$ cat src/rtl/rs_param_station.sv
// rs_param_station: Tomasulo reservation station with CDB snoop,
// dispatch bypass and oldest-ready issue over a valid/ready port.
module rs_param_station #(
  parameter int DEPTH       = 4,
  parameter int DATA_W      = 32,
  parameter int TAG_W       = 4,
  parameter int OP_W        = 2,
  parameter int RS_BASE_TAG = 1
) (
  input  logic                       clk,
  input  logic                       RST,
  input  logic                       flush,
  input  logic                       disp_valid,
  input  logic [OP_W-1:0]            disp_op,
  input  logic [DATA_W-1:0]          disp_v1,
  input  logic [TAG_W-1:0]           disp_q1,
  input  logic [DATA_W-1:0]          disp_v2,
  input  logic [TAG_W-1:0]           disp_q2,
  output logic                       full,
  output logic [$clog2(DEPTH+1)-1:0] count,
  input  logic                       cdb_valid,
  input  logic [TAG_W-1:0]           cdb_tag,
  input  logic [DATA_W-1:0]          cdb_data,
  output logic                       iss_valid,
  input  logic                       iss_ready,
  output logic [OP_W-1:0]            iss_op,
  output logic [DATA_W-1:0]          iss_v1,
  output logic [DATA_W-1:0]          iss_v2,
  output logic [TAG_W-1:0]           iss_tag
);

  localparam int IW = $clog2(DEPTH);
  localparam int CW = $clog2(DEPTH+1);

  logic [DEPTH-1:0]  busy;
  logic [OP_W-1:0]   op_r [DEPTH];
  logic [DATA_W-1:0] v1_r [DEPTH];
  logic [DATA_W-1:0] v2_r [DEPTH];
  logic [TAG_W-1:0]  q1_r [DEPTH];
  logic [TAG_W-1:0]  q2_r [DEPTH];
  // older[i][j]: entry j was allocated before entry i
  logic [DEPTH-1:0]  older [DEPTH];

  logic [DEPTH-1:0]  ready;
  logic [DEPTH-1:0]  oldest;
  logic [IW-1:0]     sel_idx;
  logic [IW-1:0]     free_idx;
  logic              cdb_hit;
  logic              disp_fire;
  logic              iss_fire;
  logic              byp1;
  logic              byp2;

  always_comb begin
    ready  = '0;
    oldest = '0;
    for (int i = 0; i < DEPTH; i++) begin
      ready[i] = busy[i] && (q1_r[i] == '0)
                 && (q2_r[i] == '0);
    end
    for (int i = 0; i < DEPTH; i++) begin
      oldest[i] = ready[i] && !(|(ready & older[i]));
    end
  end

  always_comb begin
    sel_idx = '0;
    for (int i = 0; i < DEPTH; i++) begin
      if (oldest[i]) sel_idx = IW'(i);
    end
  end

  always_comb begin
    free_idx = '0;
    for (int i = DEPTH-1; i >= 0; i--) begin
      if (!busy[i]) free_idx = IW'(i);
    end
  end

  always_comb begin
    count = '0;
    for (int i = 0; i < DEPTH; i++) begin
      count = count + CW'(busy[i]);
    end
  end

  assign full      = &busy;
  assign iss_valid = |ready;
  assign iss_fire  = iss_valid && iss_ready;
  assign disp_fire = disp_valid && !full;
  assign cdb_hit   = cdb_valid && (cdb_tag != '0);
  assign byp1      = cdb_hit && (disp_q1 == cdb_tag);
  assign byp2      = cdb_hit && (disp_q2 == cdb_tag);

  always_comb begin
    iss_op  = '0;
    iss_v1  = '0;
    iss_v2  = '0;
    iss_tag = '0;
    if (iss_valid) begin
      iss_op  = op_r[sel_idx];
      iss_v1  = v1_r[sel_idx];
      iss_v2  = v2_r[sel_idx];
      iss_tag = TAG_W'(RS_BASE_TAG) + TAG_W'(sel_idx);
    end
  end

  always_ff @(posedge clk) begin
    if (RST || flush) begin
      busy <= '0;
      for (int i = 0; i < DEPTH; i++) older[i] <= '0;
    end else begin
      for (int i = 0; i < DEPTH; i++) begin
        if (busy[i] && cdb_hit) begin
          if (q1_r[i] == cdb_tag) begin
            q1_r[i] <= '0;
            v1_r[i] <= cdb_data;
          end
          if (q2_r[i] == cdb_tag) begin
            q2_r[i] <= '0;
            v2_r[i] <= cdb_data;
          end
        end
      end
      if (iss_fire) busy[sel_idx] <= 1'b0;
      if (disp_fire) begin
        busy[free_idx] <= 1'b1;
        op_r[free_idx] <= disp_op;
        q1_r[free_idx] <= byp1 ? '0 : disp_q1;
        v1_r[free_idx] <= byp1 ? cdb_data : disp_v1;
        q2_r[free_idx] <= byp2 ? '0 : disp_q2;
        v2_r[free_idx] <= byp2 ? cdb_data : disp_v2;
        // new entry is younger than every live one
        older[free_idx] <= busy;
        for (int j = 0; j < DEPTH; j++) begin
          older[j][free_idx] <= 1'b0;
        end
      end
    end
  end

endmodule

$ cat config.mk
export PLATFORM = sky130hd
export DESIGN_NAME = rs_param_station
export DESIGN_NICKNAME = d
export VERILOG_FILES = /design/src/rtl/rs_param_station.sv
export SDC_FILE = /design/constraint.sdc
export NUM_CORES = 1
export LEC_CHECK = 0
export CORE_MARGIN = 1
export CORE_UTILIZATION = 52
export CTS_CLUSTER_SIZE = 40
export DETAILED_ROUTE_END_ITERATION = 7
export PLACE_DENSITY = 0.83
export SLEW_MARGIN = 40
export SYNTH_ARGS = -nofsm -noshare
export SYNTH_HDL_FRONTEND = slang
export SYNTH_SLANG_ARGS = --single-unit
$ cat constraint.sdc
create_clock -name clk -period 4.9 [get_ports clk]
set_clock_uncertainty 0.05 [all_clocks]
set_input_delay 1.225 -clock clk [delete_from_list [all_inputs] [get_ports clk]]
set_output_delay 1.225 -clock clk [all_outputs]
set_load 0.03 [all_outputs]
# Word-level counts from Yosys, hierarchy flattened
# Memory sizes are Yosys's and may differ from the RTL's.
# Index checks and enable logic that the tools add are counted.
[word_totals] n_memories=6 mem_bits_rw=312 ff_bits=4 output_inout_bits=75
[op_classes] n_mux=76 bitwise=70 n_reduce_logical=41 n_lt_le_gt_ge=4 n_eq_ne=14 addsub=4
[memory_table] name="v1_r" depth=4 width=32 rd=1 rd_ports_with_merged_regs=0 wr=5 line="37" rtl="logic [DATA_W-1:0] v1_r [DEPTH];"
[memory_table] name="v2_r" depth=4 width=32 rd=1 rd_ports_with_merged_regs=0 wr=5 line="38" rtl="logic [DATA_W-1:0] v2_r [DEPTH];"
[memory_table] name="older" depth=4 width=4 rd=3 rd_ports_with_merged_regs=0 wr=5 line="42" rtl="logic [DEPTH-1:0] older [DEPTH];"
[memory_table] name="q1_r" depth=4 width=4 rd=4 rd_ports_with_merged_regs=0 wr=5 line="39" rtl="logic [TAG_W-1:0] q1_r [DEPTH];"
[memory_table] name="q2_r" depth=4 width=4 rd=4 rd_ports_with_merged_regs=0 wr=5 line="40" rtl="logic [TAG_W-1:0] q2_r [DEPTH];"
[memory_table] name="op_r" depth=4 width=2 rd=1 rd_ports_with_merged_regs=0 wr=1 line="36" rtl="logic [OP_W-1:0] op_r [DEPTH];"
[op_table] op="$mux W32" n=4
[op_table] op="$mux W1" n=56
[op_table] op="$eq A4 B4 Y1" n=10
[op_table] op="$and A1 B1 Y1" n=32
[op_table] op="$logic_not A4 Y1" n=8
[op_table] op="$mux W4" n=6
[op_table] op="$logic_and A1 B1 Y1" n=22
[op_table] op="$and A4 B4 Y4" n=4
[op_table] op="$not A1 Y1" n=16
[op_table] op="$or A1 B1 Y1" n=16
[op_table] op="$reduce_or A4 Y1" n=4
[op_table] op="$mux W2" n=7
[op_table] op="$eq A2 B2 Y1 const B" n=4
[op_table] op="$lt A2 B3 Y1 const B" n=2
[op_table] op="$demux W1 S2" n=2
[op_table] op="$ge A2 B1 Y1 const B" n=2
[op_table] op="$logic_not A1 Y1" n=4
[op_table] op="$not A4 Y4" n=1
[op_table] op="$or A4 B4 Y4" n=1
[op_table] op="$reduce_and A4 Y1" n=1
[op_table] op="$reduce_bool A4 Y1" n=1
[op_table] op="$add A1 B2 Y3 const A" n=1
[op_table] op="$add A2 B1 Y3" n=1
[op_table] op="$add A3 B1 Y3" n=1
[op_table] op="other kinds (3)" n=3

# Depth between registers and ports, before layout
# Gate-level depths: netlist (run 1).
# An unclocked memory read counts as a cell.
[logic_depth] word_depth=21 mapped_depth=12 mapped_depth_nobuf=10

# Worst setup path after synthesis (run 1)
# OpenSTA, ideal clock, no wires.
[synth_timing] path_type="input port to flip-flop" from="in cdb_tag[0]" to="mem q1_r[0][0], enable pin" setup_slack_ps=103 path_stages=4 n_path_buf=1 t_arrival_ps=4267 cell_sequence="buf_2 > xnor2_1 > nand4_1 > o21ai_0"
[synth_rtl] item="start: declaration" line="22" rtl="input logic [TAG_W-1:0] cdb_tag,"
[synth_rtl] item="end: declaration" line="39"

==> results of run 1 <==
-- state kept, by name, indices dropped and copies added, names as in the netlist --
name,cells
busy,4
q1_r,16
older,12
v2_r,128
v1_r,128
op_r,8
q2_r,16
-- cell type report --
type	count	share of cell area, %
inverter	26	0.467
clock inverter	24	1.07
clock buffer	32	3.73
sequential	312	44.7
timing repair buffer	265	13.6
tap	402	2.41
multi-input combinational	867	34.1
-- per-layer routing --
layer,up-vias,track usage [%],part of all wire (%)
li1,5373,-,-
met5,-,0,0
met4,0,13.5,4.4
met1,6138,39.3,38
met2,782,49.6,48
met3,154,3.89,8.8
-- cells by family after synthesis --
logic type               count (synthesis)  synth area share (%)
multiplexers                           256                  17.2
AO/OA/AOI/OAI                          260                  11.4
XOR/XNOR                                40                  2.09
AND/OR/NAND/NOR                        299                  9.60
other                                    1                0.0224
adder cells (fa/ha/maj)                  7                 0.568
flip-flops                             312                  55.7
buffers and inverters                  127                  3.36
-- cells in the final DEF (no fill, tap or decap), drive strengths merged, types with 11 or more instances in the layout --
master,instances
mux2,256
xnor2,16
nand4b,38
nor2,79
xor2,24
o21ai,42
clkbuf,32
clkdlybuf4s50,123
buf,135
a211oi,32
and3,35
clkinv,18
o21a,34
nand3,11
nor4,12
nand2,87
inv,26
a21boi,34
edfxtp,308
a21oi,39
o31ai,66
-- worst min-delay path: stages, from the launching register on --
cell and delay (ns):
dfxtp_1 0.38, o311ai_0 0.13, nand2_1 0.07
-- through the flow --
stage / setup WS, ns / utilization (%) / total power (uW) / cells / hold WS [ns]
after floorplan: 0.103 / - / 3260 / 1305 / 0.471
after global placement: 0.465 / 62.3 / 3490 / 1864 / 0.516
after detailed placement: 0.449 / 62.3 / 3510 / 1864 / 0.558
after CTS: 0.0191 / 65.7 / 5840 / 1924 / 0.567
after global routing: -0.00752 / 66.0 / 5980 / 1928 / 0.584
final: 0.0711 / 66.0 / 5840 / 1928 / 0.579
-- path summary, 6_finish.rpt --
kind / endpoint / cells past startpoint
max: iss_v1[23] / 9
min reg2reg: busy[3]$_SDFF_PP0_ / 2
max reg2reg: v1_r[3][10]$_DFFE_PP_ / 7
min: busy[3]$_SDFF_PP0_ / 2
-- power breakdown --
group,leakage [uW],switching [uW],internal (uW)
sequential,0.00291,10.7,2970
clock,0.000489,1020,1360
combinational,0.00407,242,244
-- what timing repair did --
| action | CTS | global route |
|---|---|---|
| gates resized for setup | 9 | 10 |
| setup endpoints to repair | 20 | 12 |
| pin swaps | 0 | 2 |
| buffers inserted | 3 | 3 |
| gates cloned | 1 | 0 |
==> results.cfg, run 1 <==
[floorplan]
dieArea_um2 = 32900
die_w_um = 181
initial_core_util_pct = 52.9
die_y_um = 181
core_um2 = 31600
rows = 65
num_io_pins = 191

[final_layout]
fill_cells = 2209
multi_input_area_um2 = 7110
syn_to_final_growth_pct = 24.7
drive_above_1_share_pct = 30.5
nNetsFinal = 1626
ff_latch_area_um2 = 9330
finalInstanceArea_um2 = 20900
diodes = 0

[clocking]
cts_tree = done
cts_sinks = 312
postCtsHoldBufs = 0
cts_max_path_buffers = 3
htree_levels = 1
cts.clk_slew.worst_paths_ns = 0.06
clkLatencyLatePin_ns = 0.56
clockRootBuffer = clkbuf_16
numCtsBuffers = 31

[critical_path]
criticalPathCategory = reg -> out
crit_slowest_cell = or4_4
startpoint_type = register
crit_path_end_kind = output port
worstPathRequired_ns = 3.62
cp_max_fo = 21
slowest_delay_ns = 0.59
crit_top_cell = buf_4
r2r_setup_slack_ns = 1.96
reg2reg_from = busy[1]$_SDFF_PP0_
crit_buf_inv = 3
crit_arrival_ns = 3.55
worstSetupStartpoint = q1_r[0][3]$_SDFFCE_PN0P_
cp_top_family = simple AND/OR/NAND/NOR gates
worstPathCellList = or4_4 > nor4b_4 > buf_4 > a2111o_2 > buf_4 > o21a_1 > o21ai_1 > a21oi_1 > buf_4

[sta]
finalCriticalPeriod_ns = 4.83
fmax_mhz = 207
relSlewSlack_pct = 57.2
finalHoldViolations = 0
drv_slew = 0
period_share_pct = 98.5
tightest_slew_ns = 0.637
setup_viol = 0
fin_setup_tns_ns = 0

[run]
cap_violations = 0

[place]
numPortBuffers = 189
placed_area_um2 = 19700
hpwlAfterDp_mm = 32.0
gp_congestion = 0.930

[synthesis]
synthTopCellsByCount = edfxtp_1 (308), mux2_2 (217), nand2_1 (86)
synth_most_common_cell = edfxtp_1
synth.top_cell.area_share_pct = 55.2
synth_seq_cells = 312
synth-edff-count = 308
synthArstFlopShare_pct = 0
synth_top_flop_cell = edfxtp_1
syn_area_per_cell_um2 = 12.9
yosysUniqueCellTypes = 60
synth.largest_area_cell = edfxtp_1
synthTopCellsByArea = edfxtp_1 (55%), mux2_2 (15%), mux2_1 (2.6%)
syn_inst = 1302
syn_area_um2 = 16700
synth_warnings = 0
ys_seq_area_share_pct = 55.7

[drt]
vias_per_cell = 6.46
wire_per_inst_um = 25.7
drt_wl_total_mm = 49.6
drc = 0
vias = 12400
ant_nets = 0
firstDrtPassIters = 5
drtIter0Drc = 1414

[global_route]
overflow = 0
grt_pass1_wl_mm = 74.5
grt_usage_pct = 29.9
grt_pass1_vias = 12700
grt_antenna_before_repair = 0
grt_max_degree = 41

[outcome]
outcome = finished, final reports clean

[power]
cellPowerDensity_nw_per_um2 = 280
power_leakage_uw = 0.00747
vdd_drop_max_mv = 0.305

[hold_path]
hold_path_class = reg -> reg
min_from = busy[3]$_SDFF_PP0_
(Power assumes the default switching activity.)
==> run 2, diff against run 1 <==
--- a/config.mk
+++ b/config.mk
@@ -10,6 +10,7 @@
 export CTS_CLUSTER_SIZE = 40
 export DETAILED_ROUTE_END_ITERATION = 7
 export PLACE_DENSITY = 0.83
+export SETUP_SLACK_MARGIN = 0.15
 export SLEW_MARGIN = 40
 export SYNTH_ARGS = -nofsm -noshare
 export SYNTH_HDL_FRONTEND = slang
==> results.cfg, run 2 (same netlist as run 1, synthesis figures left out) <==
[final_layout]
final_cell_mix = edfxtp_1 (308), mux2_2 (217), clkdlybuf4s50_1 (121)
drive_above_1_share_pct = 29.2
largestRegisters = v1_r x128, v2_r x128
final_common_cell = edfxtp_1
fill_cells = 2191
syn_to_final_growth_pct = 24.1
final_cells = 1920
finalInstanceArea_um2 = 20800
nNetsFinal = 1614

[power]
vdd_drop_max_mv = 0.211
p_total_uw = 5800
power_leakage_uw = 0.00747
cellPowerDensity_nw_per_um2 = 279

[hold_path]
hold_path_class = reg -> reg

[global_route]
grt_antenna_before_repair = 3
grt_pass1_vias = 12400
overflow = 0
grt_usage_pct = 29.7
grt_pass1_wl_mm = 74.1
grt_max_degree = 50

[place]
gp_congestion = 0.910
placed_area_um2 = 19700
hpwlAfterDp_mm = 31.1
placed_cells = 1854
numPortBuffers = 189

[critical_path]
criticalPathCategory = reg -> out
cp_max_fo = 32
worstPathRequired_ns = 3.62
startpoint_type = register
crit_path_end_kind = output port
crit_arrival_ns = 3.41

[clocking]
cts_max_path_buffers = 3
cts_sinks = 312
cts_tree = done
htree_levels = 2
numCtsBuffers = 34
clkLatencyLatePin_ns = 0.52
clockRootBuffer = clkbuf_16
cts.clk_slew.worst_paths_ns = 0.06

[floorplan]
initial_core_util_pct = 52.9
num_io_pins = 191
rows = 65
core_um2 = 31600
die_w_um = 181
die_y_um = 181
dieArea_um2 = 32900

[sta]
fmax_mhz = 214
rsz0062_at_grt = yes
finalCriticalPeriod_ns = 4.68
tightest_slew_ns = 0.794
period_share_pct = 95.6
relSlewSlack_pct = 46.9
finalHoldViolations = 0
setup_viol = 0
fin_setup_tns_ns = 0
drv_slew = 0

[drt]
vias_per_cell = 6.45
ant_nets = 0
vias = 12400
wire_per_inst_um = 25.6
drtIter0Drc = 1315
firstDrtPassIters = 5
drt_wl_total_mm = 49.2
drc = 0

[outcome]
outcome = finished, final reports clean

[run]
cap_violations = 0
run 2: layer usage:
layer  vias to the layer above  share of wire [%]  track usage [%]  wire [um]
met4                         0                4.4             14.6       2150
met1                      6094                 38             39.1      18800
li1                       5384                  -                -          -
met5                         -                  0                0          0
met2                       776                 48             48.3      23700
met3                       122                9.3             4.51       4590
run 2: path summary, 6_finish.rpt:
check                                start                  endpoint  slack, ns  depth (start not counted)
setup / recovery  q1_r[0][3]$_SDFFCE_PN0P_                 iss_op[1]       0.22                          9
hold / removal          busy[3]$_SDFF_PP0_        busy[3]$_SDFF_PP0_       0.55                          2
setup reg to reg        busy[1]$_SDFF_PP0_  q2_r[1][2]$_SDFFCE_PN0P_       1.92                          7
hold reg to reg         busy[3]$_SDFF_PP0_        busy[3]$_SDFF_PP0_       0.55                          2
run 2: cell type report:
| type | count | area [um2] | area share, % |
|---|---|---|---|
| Antenna cell | 3 | 7.51 | 0.0361 |
| Inverter | 26 | 100 | 0.482 |
| Timing Repair Buffer | 251 | 2730 | 13.1 |
| Clock inverter | 21 | 121 | 0.584 |
| Multi-Input combinational cell | 866 | 7120 | 34.3 |
| Clock buffer | 39 | 870 | 4.18 |
| Tap cell | 402 | 503 | 2.42 |
| Sequential cell | 312 | 9330 | 44.9 |
run 2: critical path, stage by stage, from the launching register on:
cell and delay (ns):
edfxtp_1 0.42, or4_4 0.60, nor4b_2 0.37, a21oi_1 0.13, nor3b_2 0.19, or2_2 0.28, buf_6 0.26, o31ai_1 0.33
buf_4 0.20, buf_12 0.12
run 2: power breakdown:
part,total [uW],switching (uW),internal (uW)
combinational,482,243,240
sequential,2980,10.3,2970
clock,2340,1060,1280
total,5800,1310,4490
run 2: stage by stage:
step,util [%],hold WS [ns],worst slack (ns)
after floorplan,-,0.471,0.651
after global placement,62.1,0.523,0.483
after detailed placement,62.1,0.535,0.453
after CTS,65.4,0.544,0.0107
after global routing,65.7,0.578,0.129
final,65.7,0.550,0.216
run 2: what timing repair did:
action | 4_1_cts | 5_1_grt
gates resized for setup | 16 | 14
hold buffers | 0 | 0
setup buffers | 3 | 0
pin swaps | 1 | 1
setup endpoints to repair | 25 | 49
==> run 3, diff against run 2 <==
--- a/config.mk
+++ b/config.mk
@@ -11,7 +11,7 @@
 export DETAILED_ROUTE_END_ITERATION = 7
 export PLACE_DENSITY = 0.83
 export SETUP_SLACK_MARGIN = 0.15
-export SLEW_MARGIN = 40
+export SLEW_MARGIN = 30
 export SYNTH_ARGS = -nofsm -noshare
 export SYNTH_HDL_FRONTEND = slang
 export SYNTH_SLANG_ARGS = --single-unit
==> results of run 3 <==
Final layout, timing and power as in run 2 (identical DEF).
